==> config.mk <==
export PLATFORM = sky130hd
export DESIGN_NAME = dest_reg_tracker_flat
export DESIGN_NICKNAME = d
export VERILOG_FILES = /design/src/rtl/dest_reg_tracker_pkg.sv /design/src/rtl/dest_reg_tracker_if.sv /design/src/rtl/dest_reg_tracker_stage_reg.sv /design/src/rtl/dest_reg_tracker.sv /design/src/flat_wrapper.sv
export SDC_FILE = /design/constraint.sdc
export NUM_CORES = 1
export LEC_CHECK = 0
export ABC_CLOCK_PERIOD_IN_PS = 3690
export BUFFER_PORTS_ARGS = -buffer_cell sky130_fd_sc_hd__clkbuf_2
export CORE_MARGIN = 3
export CORE_UTILIZATION = 45
export CTS_BUF_LIST = sky130_fd_sc_hd__clkbuf_4
export DETAILED_ROUTE_END_ITERATION = 10
export GPL_TIMING_DRIVEN = 1
export PLACE_DENSITY = 0.8
export SYNTH_ARGS = -nofsm -noshare
export SYNTH_HDL_FRONTEND = slang
export SYNTH_SLANG_ARGS = --single-unit
==> constraint.sdc <==
create_clock -name clk -period 3.69 [get_ports clk]
set_input_delay 0.5535 -clock clk [delete_from_list [all_inputs] [get_ports clk]]
set_output_delay 0.5535 -clock clk [all_outputs]
set_load 0.1 [all_outputs]
==> src/rtl/dest_reg_tracker_pkg.sv <==
// Shared encodings and defaults for the destination-register tracker.
// Also holds the rule for which pipeline stages can raise a decode stall.
package dest_reg_tracker_pkg;

    localparam int DEF_REG_AW   = 5;
    localparam int DEF_DEPTH    = 3;
    localparam int DEF_LINK_REG = 31;

    typedef enum logic [1:0] {
        DSEL_RD   = 2'b00,
        DSEL_RT   = 2'b01,
        DSEL_LINK = 2'b10,
        DSEL_NONE = 2'b11
    } dsel_e;

    // With forwarding only a load sitting in EX is unavailable to the next
    // instruction; without forwarding everything before WB is unavailable,
    // and WB itself is fine because the register file writes before it reads.
    function automatic bit stage_can_stall(input int fwd, input int k, input int depth);
        if (fwd != 0) begin
            return (k == 0);
        end
        return (k < depth - 1);
    endfunction

endpackage

==> src/rtl/dest_reg_tracker_if.sv <==
// ID-stage bundle between the decoder/hazard logic and the tracker.
// The slave side is the tracker; the master side is whatever drives decode.
interface dest_reg_tracker_if #(
    parameter int REG_AW = 5,
    parameter int DEPTH  = 3
);
    logic                      id_valid;
    logic [REG_AW-1:0]         rt;
    logic [REG_AW-1:0]         rd;
    logic [1:0]                dest_sel;
    logic                      wreg;
    logic                      m2reg;
    logic                      rs_used;
    logic                      rt_used;
    logic [REG_AW-1:0]         rs_q;
    logic [REG_AW-1:0]         rt_q;
    logic                      flush;

    logic [REG_AW-1:0]         dest_reg;
    logic                      stall;
    logic [DEPTH-1:0]          stage_valid;
    logic [DEPTH*REG_AW-1:0]   stage_dest;
    logic [DEPTH-1:0]          stage_load;

    modport master (
        output id_valid, rt, rd, dest_sel, wreg, m2reg,
        output rs_used, rt_used, rs_q, rt_q, flush,
        input  dest_reg, stall, stage_valid, stage_dest, stage_load
    );

    modport slave (
        input  id_valid, rt, rd, dest_sel, wreg, m2reg,
        input  rs_used, rt_used, rs_q, rt_q, flush,
        output dest_reg, stall, stage_valid, stage_dest, stage_load
    );
endinterface

==> src/rtl/dest_reg_tracker_stage_reg.sv <==
// One tracked pipeline slot {valid, dest, load}; cleared asynchronously by rst.
module dest_stage_reg #(
    parameter int REG_AW = 5
) (
    input  logic              clk,
    input  logic              rst,
    input  logic              valid_i,
    input  logic [REG_AW-1:0] dest_i,
    input  logic              load_i,
    output logic              valid_o,
    output logic [REG_AW-1:0] dest_o,
    output logic              load_o
);

    logic              valid_q;
    logic [REG_AW-1:0] dest_q;
    logic              load_q;

    always_ff @(posedge clk or posedge rst) begin
        if (rst) begin
            valid_q <= 1'b0;
            dest_q  <= '0;
            load_q  <= 1'b0;
        end else begin
            valid_q <= valid_i;
            dest_q  <= dest_i;
            load_q  <= load_i;
        end
    end

    assign valid_o = valid_q;
    assign dest_o  = dest_q;
    assign load_o  = load_q;

endmodule

==> src/rtl/dest_reg_tracker.sv <==
// Selects the decoding instruction's write destination, tracks pending writes
// through EX..WB, and raises a combinational RAW stall for the ID stage.
module dest_reg_tracker
    import dest_reg_tracker_pkg::*;
#(
    parameter int REG_AW   = DEF_REG_AW,
    parameter int DEPTH    = DEF_DEPTH,
    parameter int LINK_REG = DEF_LINK_REG,
    parameter int FWD      = 1
) (
    input  logic              clk,
    input  logic              rst,
    dest_reg_tracker_if.slave bus
);

    localparam logic [REG_AW-1:0] LINK_ADDR = REG_AW'(LINK_REG);

    dsel_e              dsel;
    logic [REG_AW-1:0]  dest_sel_d;
    logic               writes_d;
    logic               stall_d;
    logic               bubble_d;
    logic               new_valid_d;

    logic [DEPTH-1:0]   stage_valid_q;
    logic [DEPTH-1:0]   stage_load_q;
    logic [REG_AW-1:0]  stage_dest_q [DEPTH];

    logic [DEPTH-1:0]   valid_d;
    logic [DEPTH-1:0]   load_d;
    logic [REG_AW-1:0]  dest_d [DEPTH];

    logic [DEPTH-1:0]   rs_hit;
    logic [DEPTH-1:0]   rt_hit;
    logic [DEPTH-1:0]   hazard;

    always_comb begin
        dsel       = dsel_e'(bus.dest_sel);
        dest_sel_d = '0;
        writes_d   = 1'b1;
        unique case (dsel)
            DSEL_RD:   dest_sel_d = bus.rd;
            DSEL_RT:   dest_sel_d = bus.rt;
            DSEL_LINK: dest_sel_d = LINK_ADDR;
            DSEL_NONE: writes_d   = 1'b0;
            default:   writes_d   = 1'b0;
        endcase
    end

    // stall is built only from stage registers and ID inputs, never from
    // itself, so there is no combinational loop through new_valid_d.
    assign stall_d     = bus.id_valid & ~bus.flush & (|hazard);
    assign bubble_d    = stall_d | bus.flush;
    assign new_valid_d = bus.id_valid & bus.wreg & writes_d & (dest_sel_d != '0)
                       & ~bus.flush & ~stall_d;

    genvar gi;
    generate
        for (gi = 0; gi < DEPTH; gi++) begin : g_stage
            localparam bit CAN_STALL = stage_can_stall(FWD, gi, DEPTH);
            localparam bit LOAD_ONLY = (FWD != 0);

            assign rs_hit[gi] = stage_valid_q[gi] & bus.rs_used
                              & (stage_dest_q[gi] == bus.rs_q) & (bus.rs_q != '0);
            assign rt_hit[gi] = stage_valid_q[gi] & bus.rt_used
                              & (stage_dest_q[gi] == bus.rt_q) & (bus.rt_q != '0);
            assign hazard[gi] = CAN_STALL & (rs_hit[gi] | rt_hit[gi])
                              & (~LOAD_ONLY | stage_load_q[gi]);

            if (gi == 0) begin : g_head
                assign valid_d[gi] = new_valid_d;
                assign dest_d[gi]  = bubble_d ? '0 : dest_sel_d;
                assign load_d[gi]  = bus.m2reg & new_valid_d;
            end else begin : g_shift
                assign valid_d[gi] = stage_valid_q[gi-1];
                assign dest_d[gi]  = stage_dest_q[gi-1];
                assign load_d[gi]  = stage_load_q[gi-1];
            end

            dest_stage_reg #(
                .REG_AW (REG_AW)
            ) u_stage (
                .clk     (clk),
                .rst     (rst),
                .valid_i (valid_d[gi]),
                .dest_i  (dest_d[gi]),
                .load_i  (load_d[gi]),
                .valid_o (stage_valid_q[gi]),
                .dest_o  (stage_dest_q[gi]),
                .load_o  (stage_load_q[gi])
            );

            assign bus.stage_dest[gi*REG_AW +: REG_AW] = stage_dest_q[gi];
        end
    endgenerate

    assign bus.dest_reg    = dest_sel_d;
    assign bus.stall       = stall_d;
    assign bus.stage_valid = stage_valid_q;
    assign bus.stage_load  = stage_load_q;

endmodule
==> src/flat_wrapper.sv <==
// flat-port wrapper written by rule: the top's interface ports become plain ports
module dest_reg_tracker_flat import dest_reg_tracker_pkg::*;
#(
    parameter int REG_AW   = DEF_REG_AW,
    parameter int DEPTH    = DEF_DEPTH,
    parameter int LINK_REG = DEF_LINK_REG,
    parameter int FWD      = 1
)
  (clk, rst, bus_id_valid, bus_rt, bus_rd, bus_dest_sel, bus_wreg, bus_m2reg, bus_rs_used, bus_rt_used, bus_rs_q, bus_rt_q, bus_flush, bus_dest_reg, bus_stall, bus_stage_valid, bus_stage_dest, bus_stage_load);
  dest_reg_tracker_if #(.REG_AW(REG_AW), .DEPTH(DEPTH)) bus_i ();
  input  logic clk;
  input  logic rst;
  input wire logic [$bits(bus_i.id_valid)-1:0] bus_id_valid;
  input wire logic [$bits(bus_i.rt)-1:0] bus_rt;
  input wire logic [$bits(bus_i.rd)-1:0] bus_rd;
  input wire logic [$bits(bus_i.dest_sel)-1:0] bus_dest_sel;
  input wire logic [$bits(bus_i.wreg)-1:0] bus_wreg;
  input wire logic [$bits(bus_i.m2reg)-1:0] bus_m2reg;
  input wire logic [$bits(bus_i.rs_used)-1:0] bus_rs_used;
  input wire logic [$bits(bus_i.rt_used)-1:0] bus_rt_used;
  input wire logic [$bits(bus_i.rs_q)-1:0] bus_rs_q;
  input wire logic [$bits(bus_i.rt_q)-1:0] bus_rt_q;
  input wire logic [$bits(bus_i.flush)-1:0] bus_flush;
  output wire logic [$bits(bus_i.dest_reg)-1:0] bus_dest_reg;
  output wire logic [$bits(bus_i.stall)-1:0] bus_stall;
  output wire logic [$bits(bus_i.stage_valid)-1:0] bus_stage_valid;
  output wire logic [$bits(bus_i.stage_dest)-1:0] bus_stage_dest;
  output wire logic [$bits(bus_i.stage_load)-1:0] bus_stage_load;
  assign bus_i.id_valid = bus_id_valid;
  assign bus_i.rt = bus_rt;
  assign bus_i.rd = bus_rd;
  assign bus_i.dest_sel = bus_dest_sel;
  assign bus_i.wreg = bus_wreg;
  assign bus_i.m2reg = bus_m2reg;
  assign bus_i.rs_used = bus_rs_used;
  assign bus_i.rt_used = bus_rt_used;
  assign bus_i.rs_q = bus_rs_q;
  assign bus_i.rt_q = bus_rt_q;
  assign bus_i.flush = bus_flush;
  assign bus_dest_reg = bus_i.dest_reg;
  assign bus_stall = bus_i.stall;
  assign bus_stage_valid = bus_i.stage_valid;
  assign bus_stage_dest = bus_i.stage_dest;
  assign bus_stage_load = bus_i.stage_load;
  dest_reg_tracker #(.REG_AW(REG_AW), .DEPTH(DEPTH), .LINK_REG(LINK_REG), .FWD(FWD)) u_core (.clk(clk), .rst(rst), .bus(bus_i));
endmodule
Word-level counts from Yosys, hierarchy flattened. Cells that the tools add are included.

Register bits after elaboration: 21. Input bits: 30. Output and inout bits: 27. Word-level logic and storage cells: 40.

Equality and inequality tests: 5. Mux-type cells: 3. Bitwise logic cells: 19. Reduce and logical (&&, ||, !) cells: 4.

Operators with widths (number): 1-bit bitwise AND (15); 5-bit one-hot mux with 3 select lines (1); 5-bit nonzero test (3); 5-bit == test (2); 5-bit 2-to-1 mux (1); 2-bit == test, second input constant (2); 2-bit by 1-bit == test with 1-bit output, second input constant (1); 2-bit zero test (1); 1-bit inverter (2); 1-bit OR (2); 1-bit 2-to-1 mux (1).

Depth between registers and ports, before layout.
Word-level depth: 9. Gate-level depth with buffers: 5. Mapped depth without buffers: 4.

Cells and area by module. Synthesis repeated with hierarchy kept, for this count alone.

Cell total of the unflattened synthesis: 81. Area, all modules: 907.1 um^2.

Modules (own cells, without submodules): dest_stage_reg (times used 3, cells each 8, area an instance 178.9 um^2, seq. area each 175.2 um^2); dest_reg_tracker (times used 1, cells each 57, area an instance 370.4 um^2, seq. area each 0.0 um^2).

Worst setup path after synthesis. OpenSTA, ideal clock, no wires.

Kind: in2reg. From: input bus_dest_sel[0]. To: register u_core.g_stage[0].u_stage.load_q. Arrival: 2880 ps. Data required time: 3584 ps. Slack: 703 ps. Cell stages on the path: 5. Path buffers: 1. Cells stage by stage: buf_2 -> nor3_1 -> a21oi_1 -> o31ai_1 -> nor4b_1.

Word-level cells in the longest chain between the ends: 7.

RTL lines: from (decl) (RTL line flat_wrapper.sv:16) `input wire logic [$bits(bus_i.dest_sel)-1:0] bus_dest_sel;`; 2-bit == test (tied with other cells) (RTL line dest_reg_tracker.sv:41) `unique case (dsel)`; 5-bit one-hot mux with 3 select lines (*) (RTL line dest_reg_tracker.sv:41); named net bus_dest_reg[2] (RTL line flat_wrapper.sv:24) `output wire logic [$bits(bus_i.dest_reg)-1:0] bus_dest_reg;`; 5-bit nonzero test (*) (RTL line dest_reg_tracker.sv:54) `assign new_valid_d = bus.id_valid & bus.wreg & writes_d & (dest_sel_d != '0)`; 1-bit bitwise AND (*) (RTL line dest_reg_tracker.sv:54); 1-bit bitwise AND (*) (2 in series) (RTL line dest_reg_tracker.sv:55) `& ~bus.flush & ~stall_d;`; 1-bit bitwise AND (*) (RTL line dest_reg_tracker.sv:73) `assign load_d[gi] = bus.m2reg & new_valid_d;`; named net u_core.g_stage[0].u_stage.load_i (RTL line dest_reg_tracker_stage_reg.sv:9) `input logic load_i,`; to (signal assigned) (RTL line dest_reg_tracker_stage_reg.sv:27) `load_q <= load_i;`; to (decl) (RTL line dest_reg_tracker_stage_reg.sv:17) `logic load_q;`.

Mark *: on every way through the listed nets, which the timed path passes. The rest lies on a longest branch.

Worst setup path after layout.
From: register u_core.g_stage[0].u_stage.dest_q[2]. To: output bus_stall.

Word-level cells in the longest chain between the ends: 6.

RTL lines: from (decl) (RTL line dest_reg_tracker_stage_reg.sv:16) `logic [REG_AW-1:0] dest_q;`; from (signal assigned) (RTL line dest_reg_tracker_stage_reg.sv:26) `dest_q <= dest_i;`; 5-bit == test (on tied branches) (RTL line dest_reg_tracker.sv:64, dest_reg_tracker.sv:66); 1-bit bitwise AND (on tied branches) (2 in series) (RTL line dest_reg_tracker.sv:64, dest_reg_tracker.sv:66); 1-bit OR (*) (RTL line dest_reg_tracker.sv:67) `assign hazard[gi] = CAN_STALL & (rs_hit[gi] | rt_hit[gi])`; 1-bit bitwise AND (*) (RTL line dest_reg_tracker.sv:68) `& (~LOAD_ONLY | stage_load_q[gi]);`; 1-bit bitwise AND (*) (RTL line dest_reg_tracker.sv:52) `assign stall_d = bus.id_valid & ~bus.flush & (|hazard);`; to (decl) (RTL line flat_wrapper.sv:25) `output wire logic [$bits(bus_i.stall)-1:0] bus_stall;`.

Mark *: on every way between the ends. The rest lies on a longest branch, timed or not.

==> impl_metrics.ini <==
[clock_network]
cts-htree-levels = 1
cts_hold_buf = 0
cts_buffers = 3
clock_sinks = 21
cts_tree = yes
path_clk_slew_ps = 110
clockBufferDepth = 2
post-cts-setup-buffers = 0
insertion_delay_ps = 290
cts-resized-gates = 0
root_buffer = clkbuf_4

[floorplan]
die_h_um = 54.5
die-area_mm2 = 0.00297
rows = 16
initial_core_util_pct = 50.8
core_region_area_mm2 = 0.00208
die_w_um = 54.5
ios = 57

[grt]
grt_pass1_wl_mm = 3.22
met3_usage_pct = 2.45
grt_max_degree = 22
grt_pass1_vias = 768
grt_util_all_layers_pct = 14.8
antenna_found_initial = 0
grt.overflow.total = 0
grt.met1_usage_pct = 17.6
grt-busiest-layer = met2
grt_util_met2_pct = 26.5

[synthesis]
synth_edf_count = 0
synth_flop_cell = dfrtp_1
syn_inst = 93
yosysMostFrequentCell = dfrtp_1
syn_area_mm2 = 0.00106
synth-compound-area-share_pct = 8.52
yosysTopAreaCell = dfrtp_1
synthAdderAreaFrac_pct = 0
seq_area_frac_synth_pct = 49.7
ys_warn_count = 0
yosys_register_bits = 21
synth_top_area_share_pct = 49.7
synth_common_cells = 21 x dfrtp_1, 16 x buf_4, 7 x nor3_1, 7 x xnor2_1
ys_types = 28
syn_nets = 123
synthTopCellsByArea = dfrtp_1 50%, buf_4 11%, xnor2_1 5.8%
synthMuxAreaShare_pct = 0
async_reset_ff_share_pct = 100
synth_top_family_by_area = simple AND/OR/NAND/NOR gates
yosys.area_share.simple_pct = 21.8
synth_xor_area_share_pct = 6.63
syn_area_per_cell_um2 = 11.4

[worst_setup_path]
reg2reg_to = u_core.g_stage[0].u_stage.dest_o[3]
cp.required_ps = 3140
critPathLaunch = u_core.g_stage[0].u_stage.dest_o[2]
cp_slowest_cell = dfrtp_1
ff2ff_path_depth = 4
endpoint = bus_stall
crit_type = reg -> out
critPathMaxStageDelay_ps = 470
reg2reg_slack_ps = 2120
start_kind = flip-flop
cp_max_fo = 8
arrival_ps = 2230
end_kind = output port
reg2reg_from = u_core.g_stage[0].u_stage.dest_o[2]
worstPathCellList = xnor2_1 > nand4_2 > nor4b_4 > or2_1 > clkbuf_2

[final_layout]
area_growth_pct = 20.0
fin_cells = 162
final_nets = 166
drive_gt1_share_pct = 51.9
diodes = 0

[sta]
worst_pin_slew_ps = 766
timing.final.crit_period_ps = 2780
setup_violations = 0
drv_slew = 0
max_slew_margin_pct = 48.9
whs_ps = 364
fmax_ghz = 0.359
fin_crit_sh_pct = 75.4
finClkSkew_ps = 1.62
rsz0062_at_grt = false
hold_violations = 0
setup_tns_ps = 0

[detailed_routing]
drc = 0
drt-pass1-iter-count = 5
ant_nets = 0
avgViaCountPerCell = 5.02
drt_wl_total_mm = 2.10
wl_per_cell_um = 13.0
drt_iter0_drc = 10
num_vias = 814

[placement]
port_buffers = 56
dp_cells = 158
hpwl_mm = 1.80
gp_congestion = 0.839

[worst_hold_path]
worstHoldPathType = in -> async

[pwr]
powerDensity_mw_per_mm2 = 440
irDropWorstVdd_uv = 271
p_leak_uw = 0.000685

[run_status]
status = finished, final reports clean

[job]
maxCapViolCount = 0
-- per-stage QoR --
stage | instance area (um^2) | setup slack, ps | total power (uW) | util, %
6_report | 1270 | 907 | 559 | 60.9
5_1_grt | 1270 | 792 | 579 | 60.9
4_1_cts | 1270 | 910 | 561 | 60.9
3_5_place_dp | 1240 | 988 | 461 | 59.6
3_3_place_gp | 1240 | 1050 | 458 | 59.6
2_1_floorplan | 1060 | 703 | 432 | -
-- metal layers --
layer | share of wire [%] | vias to the layer above | wire length [um]
met5 | 0 | - | 0
met4 | 0.57 | 0 | 12
met3 | 11 | 2 | 221
li1 | - | 399 | -
met1 | 41 | 362 | 856
met2 | 48 | 51 | 1010
-- worst max-delay path, delay by kind of cell, from the launching register on --
kind,cells,cell delay [ps]
flops,1,470
xor+xnor,1,260
simple gates,3,760
buf+inv,1,450
-- logic make-up (layout without fill, tap and decap cells) --
| logic type | after synthesis | after routing |
|---|---|---|
| xor+xnor | 8 | 8 |
| flops | 21 | 21 |
| buf+inv | 21 | 63 |
| simple gates | 32 | 32 |
| compound gates | 11 | 11 |
-- report_power, final --
group	leakage (uW)	internal (uW)	switching, uW
combinational	0.000391	39.6	165
sequential	0.000276	242	9.10
clock	0.0000177	40.3	62.9
total	0.000685	322	237
-- worst min-delay path by stage --
stage	from	to	slack (ps)	depth (start not counted)
6_report	rst	u_core.g_stage[0].u_stage.dest_o[4]	360	2
3_5_place_dp	u_core.g_stage[1].u_stage.load_o	u_core.g_stage[2].u_stage.load_o	360	0
3_3_place_gp	u_core.g_stage[1].u_stage.dest_o[4]	u_core.g_stage[2].u_stage.dest_o[4]	350	0
5_1_grt	u_core.g_stage[1].u_stage.load_o	u_core.g_stage[2].u_stage.load_o	390	0
4_1_cts	rst	u_core.g_stage[2].u_stage.valid_o	370	2
2_1_floorplan	u_core.g_stage[1].u_stage.dest_o[0]	u_core.g_stage[2].u_stage.dest_o[0]	350	0
-- state kept, by name, summed over array words and instances, names as in the netlist --
name / count
u_core.g_stage.u_stage.load_o: 3
u_core.g_stage.u_stage.valid_o: 3
u_core.g_stage.u_stage.dest_o: 15
-- cell type report --
| cell class | count | area, um^2 |
|---|---|---|
| Fill cell | 179 | 813 |
| Sequential cell | 21 | 526 |
| Multi-Input combinational cell | 51 | 390 |
| Timing Repair Buffer | 56 | 280 |
| Tap cell | 27 | 33.8 |
| Clock buffer | 3 | 22.5 |
| Inverter | 3 | 11.3 |
| Clock inverter | 1 | 5.00 |
-- cells in the final DEF (no fill, tap or decap) --
master / netlist / routed
a211oi_2: 1 / 1
a21oi_1: 1 / 1
and4b_1: 1 / 1
and4b_2: 1 / 1
clkbuf_2: 0 / 56
clkbuf_4: 0 / 3
clkinv_2: 0 / 1
dfrtp_1: 21 / 21
inv_1: 3 / 3
nand2_1: 5 / 5
nand2b_1: 1 / 1
nand2b_2: 5 / 5
nand3_1: 1 / 1
nand3b_1: 4 / 4
nand4_1: 2 / 2
nand4_2: 1 / 1
nor3_1: 7 / 7
nor4_1: 1 / 1
nor4b_1: 1 / 1
nor4b_4: 1 / 1
o2111ai_1: 1 / 1
o21ai_0: 1 / 1
o21ai_1: 1 / 1
o21bai_1: 4 / 4
o31ai_1: 1 / 1
o41ai_2: 1 / 1
or2_1: 1 / 1
xnor2_1: 7 / 7
xor2_1: 1 / 1
No activity file was read; power rests on OpenSTA's default activity.
